==> config.mk <==
export PLATFORM = sky130hd
export DESIGN_NAME = tone_sequence_ctrl
export DESIGN_NICKNAME = d
export VERILOG_FILES = /design/src/rtl/tone_sequence_ctrl.sv
export SDC_FILE = /design/constraint.sdc
export NUM_CORES = 1
export LEC_CHECK = 0
export ABC_AREA = 1
export CAP_MARGIN = 20
export CORE_MARGIN = 2
export CORE_UTILIZATION = 62
export DETAILED_ROUTE_END_ITERATION = 8
export GPL_TIMING_DRIVEN = 0
export PLACE_DENSITY = 0.82
export SLEW_MARGIN = 40
export SYNTH_ARGS = -nofsm -noshare
export SYNTH_HDL_FRONTEND = slang
export SYNTH_SLANG_ARGS = --single-unit
==> constraint.sdc <==
create_clock -name inclk -period 3.5 [get_ports inclk]
set_input_delay 0.525 -clock inclk [delete_from_list [all_inputs] [get_ports inclk]]
set_output_delay 0.525 -clock inclk [all_outputs]
set_load 0.02 [all_outputs]
==> src/rtl/tone_sequence_ctrl.sv <==
// Tone sequencer for the 32-bit audio clock divider.
// Selects a note divisor from an 8-entry table, either from the switches
// (manual) or stepping through the table with dwell and gap timing (auto).
// The divisor is only updated while the divider is held in reset.
module tone_sequence_ctrl #(
  parameter int unsigned DWELL_CYCLES = 25000000,
  parameter int unsigned GAP_CYCLES   = 2500000,
  parameter int unsigned NUM_STEPS    = 8
) (
  input  logic        inclk,
  input  logic        reset,
  input  logic        enable,
  input  logic        start,
  input  logic        stop,
  input  logic        mode,
  input  logic        loop_en,
  input  logic [2:0]  note_sel,
  output logic [31:0] div_clk_count,
  output logic        div_reset_n,
  output logic        audio_en,
  output logic        busy,
  output logic [2:0]  step_idx,
  output logic        step_done,
  output logic        seq_done
);

  localparam int unsigned DIV_W   = 32;
  localparam int unsigned IDX_W   = 3;
  localparam int unsigned DWELL_W = (DWELL_CYCLES > 1) ? $clog2(DWELL_CYCLES) : 1;
  localparam int unsigned GAP_W   = (GAP_CYCLES > 1) ? $clog2(GAP_CYCLES) : 1;

  localparam logic [DWELL_W-1:0] DWELL_LAST = DWELL_W'(DWELL_CYCLES - 1);
  localparam logic [GAP_W-1:0]   GAP_LAST   = GAP_W'(GAP_CYCLES - 1);
  localparam logic [IDX_W-1:0]   STEP_LAST  = IDX_W'(NUM_STEPS - 1);

  typedef enum logic [2:0] {
    S_IDLE = 3'd0,
    S_LOAD = 3'd1,
    S_PLAY = 3'd2,
    S_GAP  = 3'd3,
    S_DONE = 3'd4
  } state_e;

  state_e             state_q, state_d;
  logic [DWELL_W-1:0] dwell_q, dwell_d;
  logic [GAP_W-1:0]   gap_q, gap_d;
  logic               mode_q, mode_d;
  logic [DIV_W-1:0]   div_count_q, div_count_d;
  logic [IDX_W-1:0]   step_idx_q, step_idx_d;
  logic               div_reset_n_q, div_reset_n_d;
  logic               audio_en_q, audio_en_d;
  logic               busy_q, busy_d;
  logic               step_done_q, step_done_d;
  logic               seq_done_q, seq_done_d;

  logic               abort;
  logic               load;
  logic [IDX_W-1:0]   load_idx;

  // Half-period counts at 50 MHz for the eight notes.
  function automatic logic [DIV_W-1:0] note_div(input logic [IDX_W-1:0] idx);
    logic [DIV_W-1:0] val;
    case (idx)
      3'd0:    val = 32'd95557;
      3'd1:    val = 32'd85131;
      3'd2:    val = 32'd75843;
      3'd3:    val = 32'd71586;
      3'd4:    val = 32'd63776;
      3'd5:    val = 32'd56818;
      3'd6:    val = 32'd50619;
      default: val = 32'd47778;
    endcase
    return val;
  endfunction

  // State, counters and registered outputs.
  always_ff @(posedge inclk) begin
    if (!reset) begin
      state_q       <= S_IDLE;
      dwell_q       <= '0;
      gap_q         <= '0;
      mode_q        <= 1'b0;
      div_count_q   <= 32'd95557;
      step_idx_q    <= '0;
      div_reset_n_q <= 1'b0;
      audio_en_q    <= 1'b0;
      busy_q        <= 1'b0;
      step_done_q   <= 1'b0;
      seq_done_q    <= 1'b0;
    end else begin
      state_q       <= state_d;
      dwell_q       <= dwell_d;
      gap_q         <= gap_d;
      mode_q        <= mode_d;
      div_count_q   <= div_count_d;
      step_idx_q    <= step_idx_d;
      div_reset_n_q <= div_reset_n_d;
      audio_en_q    <= audio_en_d;
      busy_q        <= busy_d;
      step_done_q   <= step_done_d;
      seq_done_q    <= seq_done_d;
    end
  end

  // Next-state logic; outputs are derived from the state being entered.
  always_comb begin
    state_d     = state_q;
    dwell_d     = dwell_q;
    gap_d       = gap_q;
    mode_d      = mode_q;
    div_count_d = div_count_q;
    step_idx_d  = step_idx_q;
    step_done_d = 1'b0;
    load        = 1'b0;
    load_idx    = step_idx_q;

    abort = (state_q != S_IDLE) && (stop || !enable);

    if (abort) begin
      state_d = S_IDLE;
    end else begin
      case (state_q)
        S_IDLE: begin
          if (start && enable && !stop) begin
            load     = 1'b1;
            load_idx = mode ? '0 : note_sel;
          end
        end
        S_LOAD: begin
          state_d = S_PLAY;
          dwell_d = '0;
        end
        S_PLAY: begin
          if (!mode_q) begin
            if (note_sel != step_idx_q) begin
              load     = 1'b1;
              load_idx = note_sel;
            end
          end else if (dwell_q == DWELL_LAST) begin
            step_done_d = 1'b1;
            state_d     = S_GAP;
            gap_d       = '0;
          end else begin
            dwell_d = dwell_q + DWELL_W'(1);
          end
        end
        S_GAP: begin
          if (gap_q == GAP_LAST) begin
            if (step_idx_q < STEP_LAST) begin
              load     = 1'b1;
              load_idx = step_idx_q + IDX_W'(1);
            end else if (loop_en) begin
              load     = 1'b1;
              load_idx = '0;
            end else begin
              state_d = S_DONE;
            end
          end else begin
            gap_d = gap_q + GAP_W'(1);
          end
        end
        S_DONE: begin
          state_d = S_IDLE;
        end
        default: begin
          state_d = S_IDLE;
        end
      endcase

      if (load) begin
        state_d     = S_LOAD;
        step_idx_d  = load_idx;
        div_count_d = note_div(load_idx);
        mode_d      = mode;
      end
    end

    div_reset_n_d = (state_d == S_PLAY);
    audio_en_d    = (state_d == S_PLAY);
    busy_d        = (state_d != S_IDLE);
    seq_done_d    = (state_d == S_DONE);
  end

  assign div_clk_count = div_count_q;
  assign div_reset_n   = div_reset_n_q;
  assign audio_en      = audio_en_q;
  assign busy          = busy_q;
  assign step_idx      = step_idx_q;
  assign step_done     = step_done_q;
  assign seq_done      = seq_done_q;

endmodule

==> results of run 1 <==
==> sequential cells by signal (all words and copies together), names as in the netlist <==
signal	cells
dwell_q	25
seq_done	1
div_clk_count	17
mode_q	1
gap_q	22
audio_en	1
step_done	1
state_q	3
step_idx	3
busy	1
==> power by group through the flow <==
stage	Combinational, mW	Sequential, mW	Clock, mW
after floorplan	0.168	0.917	0
after global placement	0.260	0.899	0
after detailed placement	0.268	0.900	0
after CTS	0.270	0.879	0.617
after global routing	0.298	0.882	0.653
final	0.275	0.880	0.612
==> cell usage after synthesis (3+ instances only) <==
| cell type | count |
|---|---|
| nand2_1 | 180 |
| nor2_1 | 89 |
| dfxtp_1 | 75 |
| a21oi_1 | 59 |
| inv_1 | 55 |
| nand3_1 | 55 |
| nand4_1 | 30 |
| nor3_1 | 24 |
| buf_4 | 19 |
| xor2_1 | 15 |
| buf_2 | 12 |
| o21ai_0 | 12 |
| nand2_2 | 11 |
| xnor2_1 | 11 |
| inv_2 | 10 |
| clkbuf_1 | 7 |
| nor4_1 | 7 |
| nor2_2 | 5 |
| buf_6 | 4 |
| a31oi_1 | 3 |
| ha_1 | 3 |
| nand3_2 | 3 |
==> logic make-up after synthesis <==
family | count (synthesis)
XOR/XNOR | 26
adder cells (fa/ha/maj) | 3
AND/OR/NAND/NOR | 420
other | 1
buffers and inverters | 111
flip-flops | 75
AO/OA/AOI/OAI | 86
==> layout make-up <==
cell class              instances  area, um2
plain buffers                  42        274
fillers                       589       1910
clock inverters                 7       45.0
repair buffers                 34        340
multi-input cells             550       2750
flip-flops and latches         75       1500
clock buffers                   9        124
inverters                      69        263
well taps                      99        124
==> path summary, 6_finish.rpt <==
path / startpoint / to / cells past startpoint
max reg2reg: gap_q[0] / div_clk_count[10] / 14
min reg2reg: div_clk_count[4] / div_clk_count[4] / 2
max: gap_q[0] / div_clk_count[10] / 14
min: div_clk_count[4] / div_clk_count[4] / 2
==> routing by layer <==
| layer | vias to the layer above | wire length [um] | global-route usage, % |
|---|---|---|---|
| met1 | 2256 | 5440 | 40.9 |
| met5 | - | 0 | 0 |
| met2 | 245 | 6240 | 53.6 |
| met3 | 39 | 1010 | 4.48 |
| met4 | 0 | 368 | 14.4 |
| li1 | 2448 | - | - |
==> worst max-delay path: cells and delay by family (launching register included) <==
| kind | cells | cell delay (ns) |
|---|---|---|
| AND/OR/NAND/NOR | 13 | 1.57 |
| flip-flops | 1 | 0.39 |
| adder cells (fa/ha/maj) | 1 | 0.34 |
==> through the flow <==
stage                     instance area (um2)  std cells
after global routing                     5420        885
after floorplan                          4790        736
after global placement                   5250        869
final                                    5420        885
after CTS                                5420        885
after detailed placement                 5250        869
==> report_table.html, run 1 <==
<table>
<tr><th>Metric</th><th>Value</th></tr>
<tr><th colspan="2">Outcome</th></tr>
<tr><td>Result of the run</td><td>finished clean</td></tr>
<tr><th colspan="2">Pwr</th></tr>
<tr><td>Pint</td><td>1.22 mW</td></tr>
<tr><td>Share of power burned in the clock network</td><td>34.6%</td></tr>
<tr><td>Logic gate share of total power</td><td>15.6%</td></tr>
<tr><td>Power per standard cell area</td><td>326 nW/um2</td></tr>
<tr><td>Switching power</td><td>0.544 mW</td></tr>
<tr><td>Switching fraction of total power</td><td>30.8%</td></tr>
<tr><td>Overall power after layout</td><td>1.77 mW</td></tr>
<tr><td>VDD IR max</td><td>0.305 mV</td></tr>
<tr><td>Portion of total power attributed to sequential cells</td><td>49.8%</td></tr>
<tr><td>Lkg Pwr</td><td>2.06 nW</td></tr>
<tr><th colspan="2">Clock tree</th></tr>
<tr><td>CTS sink count</td><td>75</td></tr>
<tr><td>Gates resized, CTS repair</td><td>0</td></tr>
<tr><td>Inserted Clock Buffers</td><td>9</td></tr>
<tr><td>Clock tree from TritonCTS</td><td>built</td></tr>
<tr><td>Clock latency on the worst-skew pair</td><td>0.36 ns</td></tr>
<tr><td>Master cell of the clock root buffer</td><td>clkbuf_8</td></tr>
<tr><td>Maximum level of the CTS H-tree</td><td>3</td></tr>
<tr><td>Clock transition at path regs</td><td>0.08 ns</td></tr>
<tr><td>Post-CTS Setup Inserts</td><td>0</td></tr>
<tr><td>Number of buffers inserted for hold repair after clock tree synthesis</td><td>0</td></tr>
<tr><td>Buffer depth of the longest clock path</td><td>2</td></tr>
<tr><th colspan="2">Global route</th></tr>
<tr><td>Overflow after GRT</td><td>0</td></tr>
<tr><td>Via count of the first global-routing pass</td><td>4785</td></tr>
<tr><td>Total routing resource utilization after global routing</td><td>32.1%</td></tr>
<tr><td>First-pass GRT wire length</td><td>21900 um</td></tr>
<tr><td>Largest net degree at the start of global routing</td><td>14</td></tr>
<tr><td>Number of antenna violations at the first check in global routing</td><td>0</td></tr>
<tr><th colspan="2">Setup path</th></tr>
<tr><td>Critical-path maximum fanout</td><td>6</td></tr>
<tr><td>Setup slack on the worst flop-to-flop path</td><td>1.09 ns</td></tr>
<tr><td>Crit. End Element</td><td>flop</td></tr>
<tr><td>Cell Chain, Critical Path</td><td>ha_1 -&gt; nand2_1 -&gt; nor2_4 -&gt; nand3_1 -&gt; nor2_1 -&gt; nand3_1 -&gt; nand3_1 -&gt; nand2_1 -&gt; nand2_2 -&gt; nand3_1 -&gt; nand2_1 -&gt; nand2_1 -&gt; nand2_1 -&gt; nand2_1</td></tr>
<tr><td>Peak per-stage delay on the critical path</td><td>0.39 ns</td></tr>
<tr><td>Data arrival, critical path</td><td>2.66 ns</td></tr>
<tr><td>Cell with the largest stage delay on the worst path</td><td>dfxtp_1</td></tr>
<tr><td>Cell seen most often among critical-path stages</td><td>nand2_1</td></tr>
<tr><td>Data required, critical path</td><td>3.75 ns</td></tr>
<tr><td>Crit path kind</td><td>reg -&gt; reg</td></tr>
<tr><td>Startpoint Class</td><td>flop</td></tr>
<tr><th colspan="2">Yosys</th></tr>
<tr><td>Register area share after synthesis</td><td>31.7%</td></tr>
<tr><td>Post-Synth XOR/XNOR Area</td><td>4.81%</td></tr>
<tr><td>Proportion of netlist area held by the largest area contributor</td><td>31.7%</td></tr>
<tr><td>Number of warning messages in the yosys log</td><td>0</td></tr>
<tr><td>Number of flops mapped to enable cells by yosys</td><td>0</td></tr>
<tr><td>Cell area after technology mapping</td><td>4730 um2</td></tr>
<tr><td>Adder-cell area share of the yosys netlist</td><td>0.793%</td></tr>
<tr><td>Combinational family with the most area after synthesis</td><td>simple AND/OR/NAND/NOR gates</td></tr>
<tr><td>Area share of and/or/nand/nor cells after synthesis</td><td>41.1%</td></tr>
<tr><td>Average cell area after synthesis</td><td>6.56 um2</td></tr>
<tr><td>Number of distinct library cells after synthesis</td><td>47</td></tr>
<tr><td>Number of flip-flops and latches in the synthesized netlist</td><td>75</td></tr>
<tr><td>Cell types with the largest area share after synthesis</td><td>dfxtp_1 (32%), nand2_1 (14%), nor2_1 (7.1%), a21oi_1 (6.2%), nand3_1 (5.8%)</td></tr>
<tr><td>Fraction of the mapped netlist area in compound gates</td><td>10.1%</td></tr>
<tr><td>Share of synthesized flip-flops with an asynchronous set or reset</td><td>0%</td></tr>
<tr><td>Most common flop cell mapped by yosys</td><td>dfxtp_1</td></tr>
<tr><td>Synth area leader</td><td>dfxtp_1</td></tr>
<tr><td>Multiplexer area fraction after synthesis</td><td>0%</td></tr>
<tr><td>Synthesized instance count</td><td>722</td></tr>
<tr><th colspan="2">Routing</th></tr>
<tr><td>Total via count in the routed design</td><td>4988</td></tr>
<tr><td>Wire per inst</td><td>14.8 um</td></tr>
<tr><td>1st-iter DRT viols</td><td>390</td></tr>
<tr><td>Remaining routing DRC violations</td><td>0</td></tr>
<tr><td>Detailed Routing Iterations Pass 1</td><td>6</td></tr>
<tr><td>Via density</td><td>5.64</td></tr>
<tr><td>Total Routed Length</td><td>13100 um</td></tr>
<tr><td>Antenna viol nets, final</td><td>0</td></tr>
<tr><th colspan="2">Floorplanning</th></tr>
<tr><td>Initial Utilization</td><td>64.6%</td></tr>
<tr><td>Floorplan row count</td><td>31</td></tr>
<tr><td>Ports</td><td>50</td></tr>
<tr><td>Height of the chip</td><td>91.4 um</td></tr>
<tr><td>Floorplan core area</td><td>7330 um2</td></tr>
<tr><td>Overall die width</td><td>91.4 um</td></tr>
<tr><td>Die Footprint</td><td>8350 um2</td></tr>
<tr><th colspan="2">Placement</th></tr>
<tr><td>Gpl congestion</td><td>0.939</td></tr>
<tr><td>Count of port buffers added during placement</td><td>34</td></tr>
<tr><td>Post-detail-place hpwl</td><td>9890 um</td></tr>
<tr><td>Post-Place Setup Slack</td><td>0.993 ns</td></tr>
<tr><th colspan="2">STA</th></tr>
<tr><td>Maximum clock skew at final layout</td><td>0.0155 ns</td></tr>
<tr><td>Final hold violation count</td><td>0</td></tr>
<tr><td>Setup TNS</td><td>0 ns</td></tr>
<tr><td>Post-layout min period</td><td>2.41 ns</td></tr>
<tr><td>Share of the clock period used by the worst path after layout</td><td>68.7%</td></tr>
<tr><td>RSZ-0062 raised after global routing</td><td>false</td></tr>
<tr><td>Final setup margin</td><td>1.09 ns</td></tr>
<tr><td>Hold slack</td><td>0.470 ns</td></tr>
<tr><td>Number of pins exceeding their max-slew limit in the final report</td><td>0</td></tr>
<tr><td>Achievable Freq</td><td>0.416 GHz</td></tr>
<tr><td>Setup-failing EPs final</td><td>0</td></tr>
<tr><td>Slew at the pin with the worst max-slew slack</td><td>0.745 ns</td></tr>
<tr><td>Relative slew slack</td><td>49.9%</td></tr>
<tr><th colspan="2">Job</th></tr>
<tr><td>Number of violations of the max-capacitance limit</td><td>0</td></tr>
<tr><th colspan="2">Final layout</th></tr>
<tr><td>Final nets</td><td>794</td></tr>
<tr><td>Count of inserted antenna diode cells</td><td>0</td></tr>
<tr><td>Top library cells by usage in the layout, fill and taps aside</td><td>nand2_1 (180), nor2_1 (89), dfxtp_1 (75)</td></tr>
<tr><td>Area added between synthesis and finish</td><td>14.5%</td></tr>
<tr><td>Fraction of the core area covered by cells at the end of the flow</td><td>73.9%</td></tr>
<tr><td>Most common cell after layout, fill and taps aside</td><td>nand2_1</td></tr>
<tr><td>Fraction of layout instances using a drive strength above 1</td><td>12.6%</td></tr>
<tr><th colspan="2">Worst hold path</th></tr>
<tr><td>Worst min-delay path category</td><td>reg -&gt; reg</td></tr>
</table>
No activity file was read; power rests on OpenSTA's default activity.
==> inputs of run 2 (changes only) <==
--- a/config.mk
+++ b/config.mk
@@ -8,10 +8,10 @@
 export ABC_AREA = 1
 export CAP_MARGIN = 20
 export CORE_MARGIN = 2
-export CORE_UTILIZATION = 62
+export CORE_UTILIZATION = 57
 export DETAILED_ROUTE_END_ITERATION = 8
 export GPL_TIMING_DRIVEN = 0
-export PLACE_DENSITY = 0.82
+export PLACE_DENSITY = 0.76
 export SLEW_MARGIN = 40
 export SYNTH_ARGS = -nofsm -noshare
 export SYNTH_HDL_FRONTEND = slang
==> constraint.sdc (replaced) <==
create_clock -name inclk -period 2.5 [get_ports inclk]
set_input_delay 0.375 -clock inclk [delete_from_list [all_inputs] [get_ports inclk]]
set_output_delay 0.375 -clock inclk [all_outputs]
set_load 0.02 [all_outputs]
==> run 2 against run 1 <==
  * Via count fell by 2.2%
  * Worst hold slack improved by 0.010 ns
  * Design area rose by 0.76%
  * Count of clock-buffer cells in the layout rose by 2
  * Critical path type unchanged
==> report_table.html, run 2 (synthesized netlist as in run 1, its figures left out) <==
<table>
<tr><th>Metric</th><th>Value</th></tr>
<tr><th colspan="2">Pwr</th></tr>
<tr><td>Pint</td><td>1.84 mW (was 1.22 mW)</td></tr>
<tr><td>VDD IR max</td><td>0.349 mV (was 0.305 mV)</td></tr>
<tr><td>Lkg Pwr</td><td>2.08 nW (was 2.06 nW)</td></tr>
<tr><td>Overall power after layout</td><td>2.56 mW (was 1.77 mW)</td></tr>
<tr><td>Switching fraction of total power</td><td>28.2% (was 30.8%)</td></tr>
<tr><td>Portion of total power attributed to sequential cells</td><td>48.1% (was 49.8%)</td></tr>
<tr><td>Logic gate share of total power</td><td>14.7% (was 15.6%)</td></tr>
<tr><td>Switching power</td><td>0.722 mW (was 0.544 mW)</td></tr>
<tr><td>Power per standard cell area</td><td>469 nW/um2 (was 326 nW/um2)</td></tr>
<tr><td>Share of power burned in the clock network</td><td>37.2% (was 34.6%)</td></tr>
<tr><th colspan="2">Setup path</th></tr>
<tr><td>Setup slack on the worst flop-to-flop path</td><td>0.37 ns (was 1.09 ns)</td></tr>
<tr><td>Data required, critical path</td><td>2.73 ns (was 3.75 ns)</td></tr>
<tr><td>Last element of the critical path</td><td>gap_q[4] (was div_clk_count[10])</td></tr>
<tr><td>Register-to-Register Path Depth</td><td>11 (was 14)</td></tr>
<tr><td>Crit. End Element</td><td>flop (unchanged)</td></tr>
<tr><td>Launch point of the worst reg-to-reg path</td><td>dwell_q[0] (was gap_q[0])</td></tr>
<tr><td>Peak per-stage delay on the critical path</td><td>0.45 ns (was 0.39 ns)</td></tr>
<tr><td>Cell Chain, Critical Path</td><td>ha_1 -&gt; nand2_1 -&gt; clkinv_1 -&gt; nand4_4 -&gt; nand2_1 -&gt; nand2_2 -&gt; buf_6 -&gt; o21ai_4 -&gt; inv_2 -&gt; nand2_1 -&gt; a21oi_1 (was ha_1 -&gt; nand2_1 -&gt; nor2_4 -&gt; nand3_1 -&gt; nor2_1 -&gt; nand3_1 -&gt; nand3_1 -&gt; nand2_1 -&gt; nand2_2 -&gt; nand3_1 -&gt; nand2_1 -&gt; nand2_1 -&gt; nand2_1 -&gt; nand2_1)</td></tr>
<tr><td>Data arrival, critical path</td><td>2.36 ns (was 2.66 ns)</td></tr>
<tr><td>Startpoint Class</td><td>flop (unchanged)</td></tr>
<tr><td>Cell with the largest stage delay on the worst path</td><td>dfxtp_1 (unchanged)</td></tr>
<tr><td>Cell seen most often among critical-path stages</td><td>nand2_1 (unchanged)</td></tr>
<tr><td>Worst R2R End</td><td>gap_q[4] (was div_clk_count[10])</td></tr>
<tr><td>Crit path kind</td><td>reg -&gt; reg (unchanged)</td></tr>
<tr><td>Critical path origin</td><td>dwell_q[0] (was gap_q[0])</td></tr>
<tr><td>Critical-path maximum fanout</td><td>10 (was 6)</td></tr>
<tr><th colspan="2">Final layout</th></tr>
<tr><td>Multi-input logic area</td><td>2750 um2 (about the same)</td></tr>
<tr><td>Fillcell total</td><td>742 (was 589)</td></tr>
<tr><td>Post-Layout Cell Count</td><td>891 (was 885)</td></tr>
<tr><td>Largest reg by FF count</td><td>dwell_q (unchanged)</td></tr>
<tr><td>Fraction of layout instances using a drive strength above 1</td><td>12.6% (unchanged)</td></tr>
<tr><td>Storage cell area</td><td>1500 um2 (unchanged)</td></tr>
<tr><td>Number of flip-flops under the largest register name</td><td>25 (unchanged)</td></tr>
<tr><td>Top library cells by usage in the layout, fill and taps aside</td><td>nand2_1 (180), nor2_1 (89), dfxtp_1 (75) (unchanged)</td></tr>
<tr><td>Most common cell after layout, fill and taps aside</td><td>nand2_1 (unchanged)</td></tr>
<tr><td>Final nets</td><td>795 (was 794)</td></tr>
<tr><td>Area added between synthesis and finish</td><td>15.4% (was 14.5%)</td></tr>
<tr><td>Count of inserted antenna diode cells</td><td>0 (unchanged)</td></tr>
<tr><th colspan="2">Routing</th></tr>
<tr><td>Wire per inst</td><td>14.2 um (was 14.8 um)</td></tr>
<tr><td>Via density</td><td>5.48 (was 5.64)</td></tr>
<tr><td>1st-iter DRT viols</td><td>300 (was 390)</td></tr>
<tr><td>Detailed Routing Iterations Pass 1</td><td>5 (was 6)</td></tr>
<tr><td>Antenna viol nets, final</td><td>0 (unchanged)</td></tr>
<tr><td>Total Routed Length</td><td>12600 um (was 13100 um)</td></tr>
<tr><td>Total via count in the routed design</td><td>4880 (was 4988)</td></tr>
<tr><td>Remaining routing DRC violations</td><td>0 (unchanged)</td></tr>
<tr><th colspan="2">Global route</th></tr>
<tr><td>Via count of the first global-routing pass</td><td>4443 (was 4785)</td></tr>
<tr><td>Total routing resource utilization after global routing</td><td>29.4% (was 32.1%)</td></tr>
<tr><td>First-pass GRT wire length</td><td>20800 um (was 21900 um)</td></tr>
<tr><td>Number of antenna violations at the first check in global routing</td><td>0 (unchanged)</td></tr>
<tr><td>Overflow after GRT</td><td>0 (unchanged)</td></tr>
<tr><td>Largest net degree at the start of global routing</td><td>13 (was 14)</td></tr>
<tr><th colspan="2">Clock tree</th></tr>
<tr><td>Master cell of the clock root buffer</td><td>clkbuf_8 (unchanged)</td></tr>
<tr><td>Clock latency on the worst-skew pair</td><td>0.36 ns (about the same)</td></tr>
<tr><td>Maximum level of the CTS H-tree</td><td>3 (unchanged)</td></tr>
<tr><td>CTS sink count</td><td>75 (unchanged)</td></tr>
<tr><td>Clock tree from TritonCTS</td><td>built (unchanged)</td></tr>
<tr><td>Buffer depth of the longest clock path</td><td>2 (unchanged)</td></tr>
<tr><td>Clock transition at path regs</td><td>0.09 ns (was 0.08 ns)</td></tr>
<tr><td>Inserted Clock Buffers</td><td>9 (unchanged)</td></tr>
<tr><th colspan="2">Placement</th></tr>
<tr><td>Post-detail-place hpwl</td><td>9620 um (was 9890 um)</td></tr>
<tr><td>Count of port buffers added during placement</td><td>34 (unchanged)</td></tr>
<tr><td>Post-Place Setup Slack</td><td>0.192 ns (was 0.993 ns)</td></tr>
<tr><td>Instance count after placement with tap cells included</td><td>875 (was 869)</td></tr>
<tr><td>Gpl congestion</td><td>1.03 (was 0.939)</td></tr>
<tr><th colspan="2">STA</th></tr>
<tr><td>Post-layout min period</td><td>2.13 ns (was 2.41 ns)</td></tr>
<tr><td>Final setup margin</td><td>0.370 ns (was 1.09 ns)</td></tr>
<tr><td>Share of the clock period used by the worst path after layout</td><td>85.2% (was 68.7%)</td></tr>
<tr><td>Maximum clock skew at final layout</td><td>0.0161 ns (was 0.0155 ns)</td></tr>
<tr><td>Final hold violation count</td><td>0 (unchanged)</td></tr>
<tr><td>Setup TNS</td><td>0 ns (unchanged)</td></tr>
<tr><td>Number of pins exceeding their max-slew limit in the final report</td><td>0 (unchanged)</td></tr>
<tr><td>Achievable Freq</td><td>0.469 GHz (was 0.416 GHz)</td></tr>
<tr><td>Slew at the pin with the worst max-slew slack</td><td>0.633 ns (was 0.745 ns)</td></tr>
<tr><td>Setup-failing EPs final</td><td>0 (unchanged)</td></tr>
<tr><td>Hold slack</td><td>0.480 ns (was 0.470 ns)</td></tr>
<tr><td>Relative slew slack</td><td>57.4% (was 49.9%)</td></tr>
<tr><td>RSZ-0062 raised after global routing</td><td>false (unchanged)</td></tr>
<tr><th colspan="2">Floorplanning</th></tr>
<tr><td>Overall die width</td><td>95.1 um (was 91.4 um)</td></tr>
<tr><td>Die Footprint</td><td>9050 um2 (was 8350 um2)</td></tr>
<tr><td>Initial Utilization</td><td>58.2% (was 64.6%)</td></tr>
<tr><td>Height of the chip</td><td>95.1 um (was 91.4 um)</td></tr>
<tr><td>Ports</td><td>50 (unchanged)</td></tr>
<tr><td>Floorplan core area</td><td>8130 um2 (was 7330 um2)</td></tr>
<tr><td>Floorplan row count</td><td>33 (was 31)</td></tr>
<tr><th colspan="2">Job</th></tr>
<tr><td>Number of violations of the max-capacitance limit</td><td>0 (unchanged)</td></tr>
<tr><th colspan="2">Worst hold path</th></tr>
<tr><td>Worst min-delay path category</td><td>reg -&gt; reg (unchanged)</td></tr>
<tr><th colspan="2">Outcome</th></tr>
<tr><td>Result of the run</td><td>finished clean (unchanged)</td></tr>
</table>
==> run 2: changes by cell type in the layout (fill, tap and decap cells not counted) <==
cell / before / now
ha_1: 3 / 2
clkbuf_1: 7 / 8
clkinv_4: 0 / 1
buf_4: 19 / 20
bufinv_16: 0 / 1
clkinv_2: 4 / 2
clkbuf_8: 9 / 10
clkinvlp_4: 4 / 1
ha_2: 0 / 1
==> run 2: how the worst min path moves through the flow <==
stage                            from                end  slack [ns]  cells after the start
floorplan                  dwell_q[1]         dwell_q[1]        0.46                      2
global placement    div_clk_count[12]  div_clk_count[12]        0.46                      2
detailed placement  div_clk_count[12]  div_clk_count[12]        0.46                      2
CTS                  div_clk_count[7]   div_clk_count[7]        0.48                      2
global route        div_clk_count[12]  div_clk_count[12]        0.51                      2
finish               div_clk_count[4]   div_clk_count[4]        0.48                      2
==> run 2: layout make-up <==
cell class / instances / share of cell area, %
plain buffers: 42 / 5.02
clock buffers: 11 / 2.59
clock inverters: 4 / 0.939
inverters: 69 / 4.81
multi-input cells: 550 / 50.4
flip-flops and latches: 75 / 27.5
well taps: 105 / 2.41
repair buffers: 35 / 6.37
==> run 2: worst max-delay path, delay by kind of cell, from the launching register on <==
| kind | cells | cell delay, ns |
|---|---|---|
| adder cells (fa/ha/maj) | 1 | 0.31 |
| AND/OR/NAND/NOR | 5 | 0.54 |
| buffers and inverters | 3 | 0.38 |
| flip-flops | 1 | 0.45 |
| AO/OA/AOI/OAI | 2 | 0.32 |
==> run 2: per-layer routing <==
| metal | part of all wire, % | track usage [%] | vias to the layer above |
|---|---|---|---|
| li1 | - | - | 2463 |
| met1 | 48 | 41.3 | 2234 |
| met2 | 44 | 45.5 | 154 |
| met3 | 6.1 | 4.90 | 29 |
| met4 | 2.3 | 10.1 | 0 |
| met5 | 0 | 0 | - |
==> run 2: stage by stage <==
stage / util, % / instance area [um2]
2_1_floorplan: - / 4790
3_3_place_gp: 64.7 / 5260
3_5_place_dp: 64.7 / 5260
4_1_cts: 67.0 / 5450
5_1_grt: 67.1 / 5460
6_report: 67.1 / 5460
==> run 2: power by group through the flow <==
stage	logic, mW	registers [mW]	clock network, mW
6_report	0.377	1.23	0.954
5_1_grt	0.415	1.23	1.04
4_1_cts	0.373	1.23	0.970
3_5_place_dp	0.371	1.26	0
3_3_place_gp	0.368	1.26	0
2_1_floorplan	0.235	1.28	0
==> run 2: what timing repair did <==
item / 4_1_cts / 5_1_grt
hold buffers: 0 / 0
buffers inserted: 0 / 1
endpoints found under the setup margin: 0 / 3
resized for setup: 0 / 1
==> inputs of run 3 (changes only) <==
--- a/config.mk
+++ b/config.mk
@@ -8,11 +8,10 @@
 export ABC_AREA = 1
 export CAP_MARGIN = 20
 export CORE_MARGIN = 2
-export CORE_UTILIZATION = 57
+export CORE_UTILIZATION = 52
 export DETAILED_ROUTE_END_ITERATION = 8
-export GPL_TIMING_DRIVEN = 0
-export PLACE_DENSITY = 0.76
-export SLEW_MARGIN = 40
+export PLACE_DENSITY = 0.73
+export SLEW_MARGIN = 0
 export SYNTH_ARGS = -nofsm -noshare
 export SYNTH_HDL_FRONTEND = slang
 export SYNTH_SLANG_ARGS = --single-unit
==> constraint.sdc (replaced) <==
create_clock -name inclk -period 1.9 [get_ports inclk]
set_input_delay 0.285 -clock inclk [delete_from_list [all_inputs] [get_ports inclk]]
set_output_delay 0.285 -clock inclk [all_outputs]
set_load 0.02 [all_outputs]
==> run 3 against run 2 <==
  * Critical path depth is 2 higher
  * Register-to-register slack worse by 0.35 ns
  * Design area is 16% higher
  * First-iteration DRC count is 37% higher
  * Fmax is 13% higher
  * Clock power is 49% higher
  * Global-route usage is 1.2 points lower
  * Final cell count is 6.8% higher
  * Critical path type unchanged
  * Largest cell class unchanged
==> report_table.html, run 3 (synthesized netlist as in run 1, its figures left out) <==
<table>
<tr><th>Metric</th><th>Value</th></tr>
<tr><th colspan="2">Clock tree</th></tr>
<tr><td>Buffer depth of the longest clock path</td><td>2 (unchanged)</td></tr>
<tr><td>Clock tree from TritonCTS</td><td>built (unchanged)</td></tr>
<tr><td>Clock latency on the worst-skew pair</td><td>0.36 ns (about the same)</td></tr>
<tr><td>CTS sink count</td><td>75 (unchanged)</td></tr>
<tr><td>Master cell of the clock root buffer</td><td>clkbuf_8 (unchanged)</td></tr>
<tr><td>Inserted Clock Buffers</td><td>9 (unchanged)</td></tr>
<tr><td>Maximum level of the CTS H-tree</td><td>3 (unchanged)</td></tr>
<tr><td>Clock transition at path regs</td><td>0.08 ns (was 0.09 ns)</td></tr>
<tr><th colspan="2">Setup path</th></tr>
<tr><td>Startpoint Class</td><td>flop (unchanged)</td></tr>
<tr><td>Cell Chain, Critical Path</td><td>nor2_1 -&gt; nand3_1 -&gt; nor2_2 -&gt; buf_6 -&gt; nand3_4 -&gt; nor2_2 -&gt; nand2_1 -&gt; nand2_2 -&gt; nand2_4 -&gt; buf_8 -&gt; nor2_8 -&gt; nand3_1 -&gt; a21oi_2 (was ha_1 -&gt; nand2_1 -&gt; clkinv_1 -&gt; nand4_4 -&gt; nand2_1 -&gt; nand2_2 -&gt; buf_6 -&gt; o21ai_4 -&gt; inv_2 -&gt; nand2_1 -&gt; a21oi_1)</td></tr>
<tr><td>Data required, critical path</td><td>2.20 ns (was 2.73 ns)</td></tr>
<tr><td>Cell with the largest stage delay on the worst path</td><td>dfxtp_2 (was dfxtp_1)</td></tr>
<tr><td>Top delay family on crit path</td><td>simple AND/OR/NAND/NOR gates (unchanged)</td></tr>
<tr><td>Count of buffer and inverter cells on the critical path</td><td>2 (was 3)</td></tr>
<tr><td>Crit. End Element</td><td>flop (unchanged)</td></tr>
<tr><td>Crit path kind</td><td>reg -&gt; reg (unchanged)</td></tr>
<tr><td>Critical-path maximum fanout</td><td>6 (was 10)</td></tr>
<tr><td>Data arrival, critical path</td><td>2.18 ns (was 2.36 ns)</td></tr>
<tr><td>Peak per-stage delay on the critical path</td><td>0.34 ns (was 0.45 ns)</td></tr>
<tr><th colspan="2">STA</th></tr>
<tr><td>Share of the clock period used by the worst path after layout</td><td>99.0% (was 85.2%)</td></tr>
<tr><td>Slew at the pin with the worst max-slew slack</td><td>0.515 ns (was 0.633 ns)</td></tr>
<tr><td>RSZ-0062 raised after global routing</td><td>true (was false)</td></tr>
<tr><td>Achievable Freq</td><td>0.531 GHz (was 0.469 GHz)</td></tr>
<tr><td>Maximum clock skew at final layout</td><td>0.00841 ns (was 0.0161 ns)</td></tr>
<tr><td>Final hold violation count</td><td>0 (unchanged)</td></tr>
<tr><td>Relative slew slack</td><td>65.4% (was 57.4%)</td></tr>
<tr><td>Post-layout min period</td><td>1.88 ns (was 2.13 ns)</td></tr>
<tr><td>Number of pins exceeding their max-slew limit in the final report</td><td>0 (unchanged)</td></tr>
<tr><td>Setup-failing EPs final</td><td>0 (unchanged)</td></tr>
<tr><th colspan="2">Global route</th></tr>
<tr><td>First-pass GRT wire length</td><td>22600 um (was 20800 um)</td></tr>
<tr><td>Total routing resource utilization after global routing</td><td>28.2% (was 29.4%)</td></tr>
<tr><td>Via count of the first global-routing pass</td><td>4753 (was 4443)</td></tr>
<tr><td>Overflow after GRT</td><td>0 (unchanged)</td></tr>
<tr><td>Number of antenna violations at the first check in global routing</td><td>0 (unchanged)</td></tr>
<tr><td>Largest net degree at the start of global routing</td><td>34 (was 13)</td></tr>
<tr><th colspan="2">Floorplanning</th></tr>
<tr><td>Initial Utilization</td><td>54.0% (was 58.2%)</td></tr>
<tr><td>Ports</td><td>50 (unchanged)</td></tr>
<tr><td>Floorplan row count</td><td>34 (was 33)</td></tr>
<tr><td>Die Footprint</td><td>9880 um2 (was 9050 um2)</td></tr>
<tr><td>Floorplan core area</td><td>8760 um2 (was 8130 um2)</td></tr>
<tr><td>Overall die width</td><td>99.4 um (was 95.1 um)</td></tr>
<tr><td>Height of the chip</td><td>99.4 um (was 95.1 um)</td></tr>
<tr><th colspan="2">Final layout</th></tr>
<tr><td>Area added between synthesis and finish</td><td>33.9% (was 15.4%)</td></tr>
<tr><td>Finished layout cell area</td><td>6340 um2 (was 5460 um2)</td></tr>
<tr><td>Number of flip-flops under the largest register name</td><td>25 (unchanged)</td></tr>
<tr><td>Final nets</td><td>852 (was 795)</td></tr>
<tr><td>Largest reg by FF count</td><td>dwell_q (unchanged)</td></tr>
<tr><td>Top library cells by usage in the layout, fill and taps aside</td><td>nand2_1 (169), buf_4 (91), nor2_1 (76) (was nand2_1 (180), nor2_1 (89), dfxtp_1 (75))</td></tr>
<tr><td>Count of inserted antenna diode cells</td><td>0 (unchanged)</td></tr>
<tr><td>Most common cell after layout, fill and taps aside</td><td>nand2_1 (unchanged)</td></tr>
<tr><td>Fraction of layout instances using a drive strength above 1</td><td>26.3% (was 12.6%)</td></tr>
<tr><th colspan="2">Routing</th></tr>
<tr><td>Antenna viol nets, final</td><td>0 (unchanged)</td></tr>
<tr><td>Detailed Routing Iterations Pass 1</td><td>5 (unchanged)</td></tr>
<tr><td>Wire per inst</td><td>14.9 um (was 14.2 um)</td></tr>
<tr><td>Remaining routing DRC violations</td><td>0 (unchanged)</td></tr>
<tr><td>Total Routed Length</td><td>14200 um (was 12600 um)</td></tr>
<tr><td>Total via count in the routed design</td><td>5144 (was 4880)</td></tr>
<tr><td>1st-iter DRT viols</td><td>412 (was 300)</td></tr>
<tr><td>Via density</td><td>5.40 (was 5.48)</td></tr>
<tr><th colspan="2">Pwr</th></tr>
<tr><td>VDD IR max</td><td>0.439 mV (was 0.349 mV)</td></tr>
<tr><td>Power per standard cell area</td><td>573 nW/um2 (was 469 nW/um2)</td></tr>
<tr><td>Lkg Pwr</td><td>2.49 nW (was 2.08 nW)</td></tr>
<tr><td>Overall power after layout</td><td>3.63 mW (was 2.56 mW)</td></tr>
<tr><th colspan="2">Placement</th></tr>
<tr><td>Post-detailed-placement cell area</td><td>5780 um2 (was 5260 um2)</td></tr>
<tr><td>Count of port buffers added during placement</td><td>34 (unchanged)</td></tr>
<tr><td>Post-detail-place hpwl</td><td>10400 um (was 9620 um)</td></tr>
<tr><td>Gpl congestion</td><td>0.933 (was 1.03)</td></tr>
<tr><th colspan="2">Worst hold path</th></tr>
<tr><td>Worst min-delay path category</td><td>reg -&gt; reg (unchanged)</td></tr>
<tr><th colspan="2">Job</th></tr>
<tr><td>Number of violations of the max-capacitance limit</td><td>0 (unchanged)</td></tr>
<tr><th colspan="2">Outcome</th></tr>
<tr><td>Result of the run</td><td>finished clean (unchanged)</td></tr>
</table>
## run 3: cell count changes in the layout (fill, tap and decap cells not counted), moves of 7 or more
cell / previous run / this run
nand3_1: 55 / 46
buf_4: 20 / 91
buf_2: 12 / 0
dfxtp_2: 0 / 11
dfxtp_1: 75 / 64
nor2_1: 89 / 76
nand2_1: 180 / 169
buf_12: 0 / 7
nor2_2: 5 / 16
## run 3: repair_timing
| action | CTS | global route |
|---|---|---|
| hold buffers | 0 | 0 |
| gates resized for setup | 6 | 83 |
| pin swaps | 1 | 21 |
| setup buffers | 1 | 3 |
| cloned | 0 | 0 |
| hold endpoints to repair | 0 | 0 |
| endpoints found under the setup margin | 20 | 67 |
## run 3: routing by layer
metal	share of wire, %	up-vias	track usage [%]
li1	-	2565	-
met1	45	2380	39.8
met2	48	175	45.1
met3	5.4	24	3.02
met4	1.3	0	9.17
met5	0	-	0
## run 3: path summary, 6_finish.rpt
| check | from | endpoint | slack, ns | depth (start not counted) |
|---|---|---|---|---|
| worst max-delay path | gap_q[20] | div_clk_count[4] | 0.02 | 13 |
| worst min-delay path | div_clk_count[9] | div_clk_count[9] | 0.47 | 2 |
| worst max register to register | gap_q[20] | div_clk_count[4] | 0.02 | 13 |
| worst min register to register | div_clk_count[9] | div_clk_count[9] | 0.47 | 2 |
## run 3: worst reg2reg max path: cells and delay by family, from the launching register on
| family | cells | cell delay (ns) |
|---|---|---|
| simple gates | 10 | 1.07 |
| flops | 1 | 0.34 |
| buf+inv | 2 | 0.28 |
| compound gates | 1 | 0.13 |
## run 3: cell type report
class	instances	area [um2]
Sequential cell	75	1520
Timing Repair Buffer	134	1190
Tap cell	108	135
Clock inverter	4	73.8
Inverter	69	269
Fill cell	720	2420
Multi-Input combinational cell	550	3010
Clock buffer	12	145
## run 3: metrics by stage
step | hold slack (ns) | setup TNS (ns) | setup slack (ns) | instances | util, %
finish | 0.468 | 0 | 0.0183 | 952 | 72.3
global route | 0.487 | -1.58 | -0.102 | 952 | 72.3
CTS | 0.468 | 0 | 0.00302 | 949 | 68.9
detailed placement | 0.456 | -4.06 | -0.218 | 932 | 66.0
global placement | 0.452 | -2.08 | -0.137 | 932 | 66.0
floorplan | 0.457 | 0 | 0.0243 | 736 | -
## run 3: where the power goes
part	total (mW)	switching (mW)	internal [mW]
clock	1.42	0.637	0.778
combinational	0.592	0.354	0.238
sequential	1.62	0.0206	1.60
total	3.63	1.01	2.62
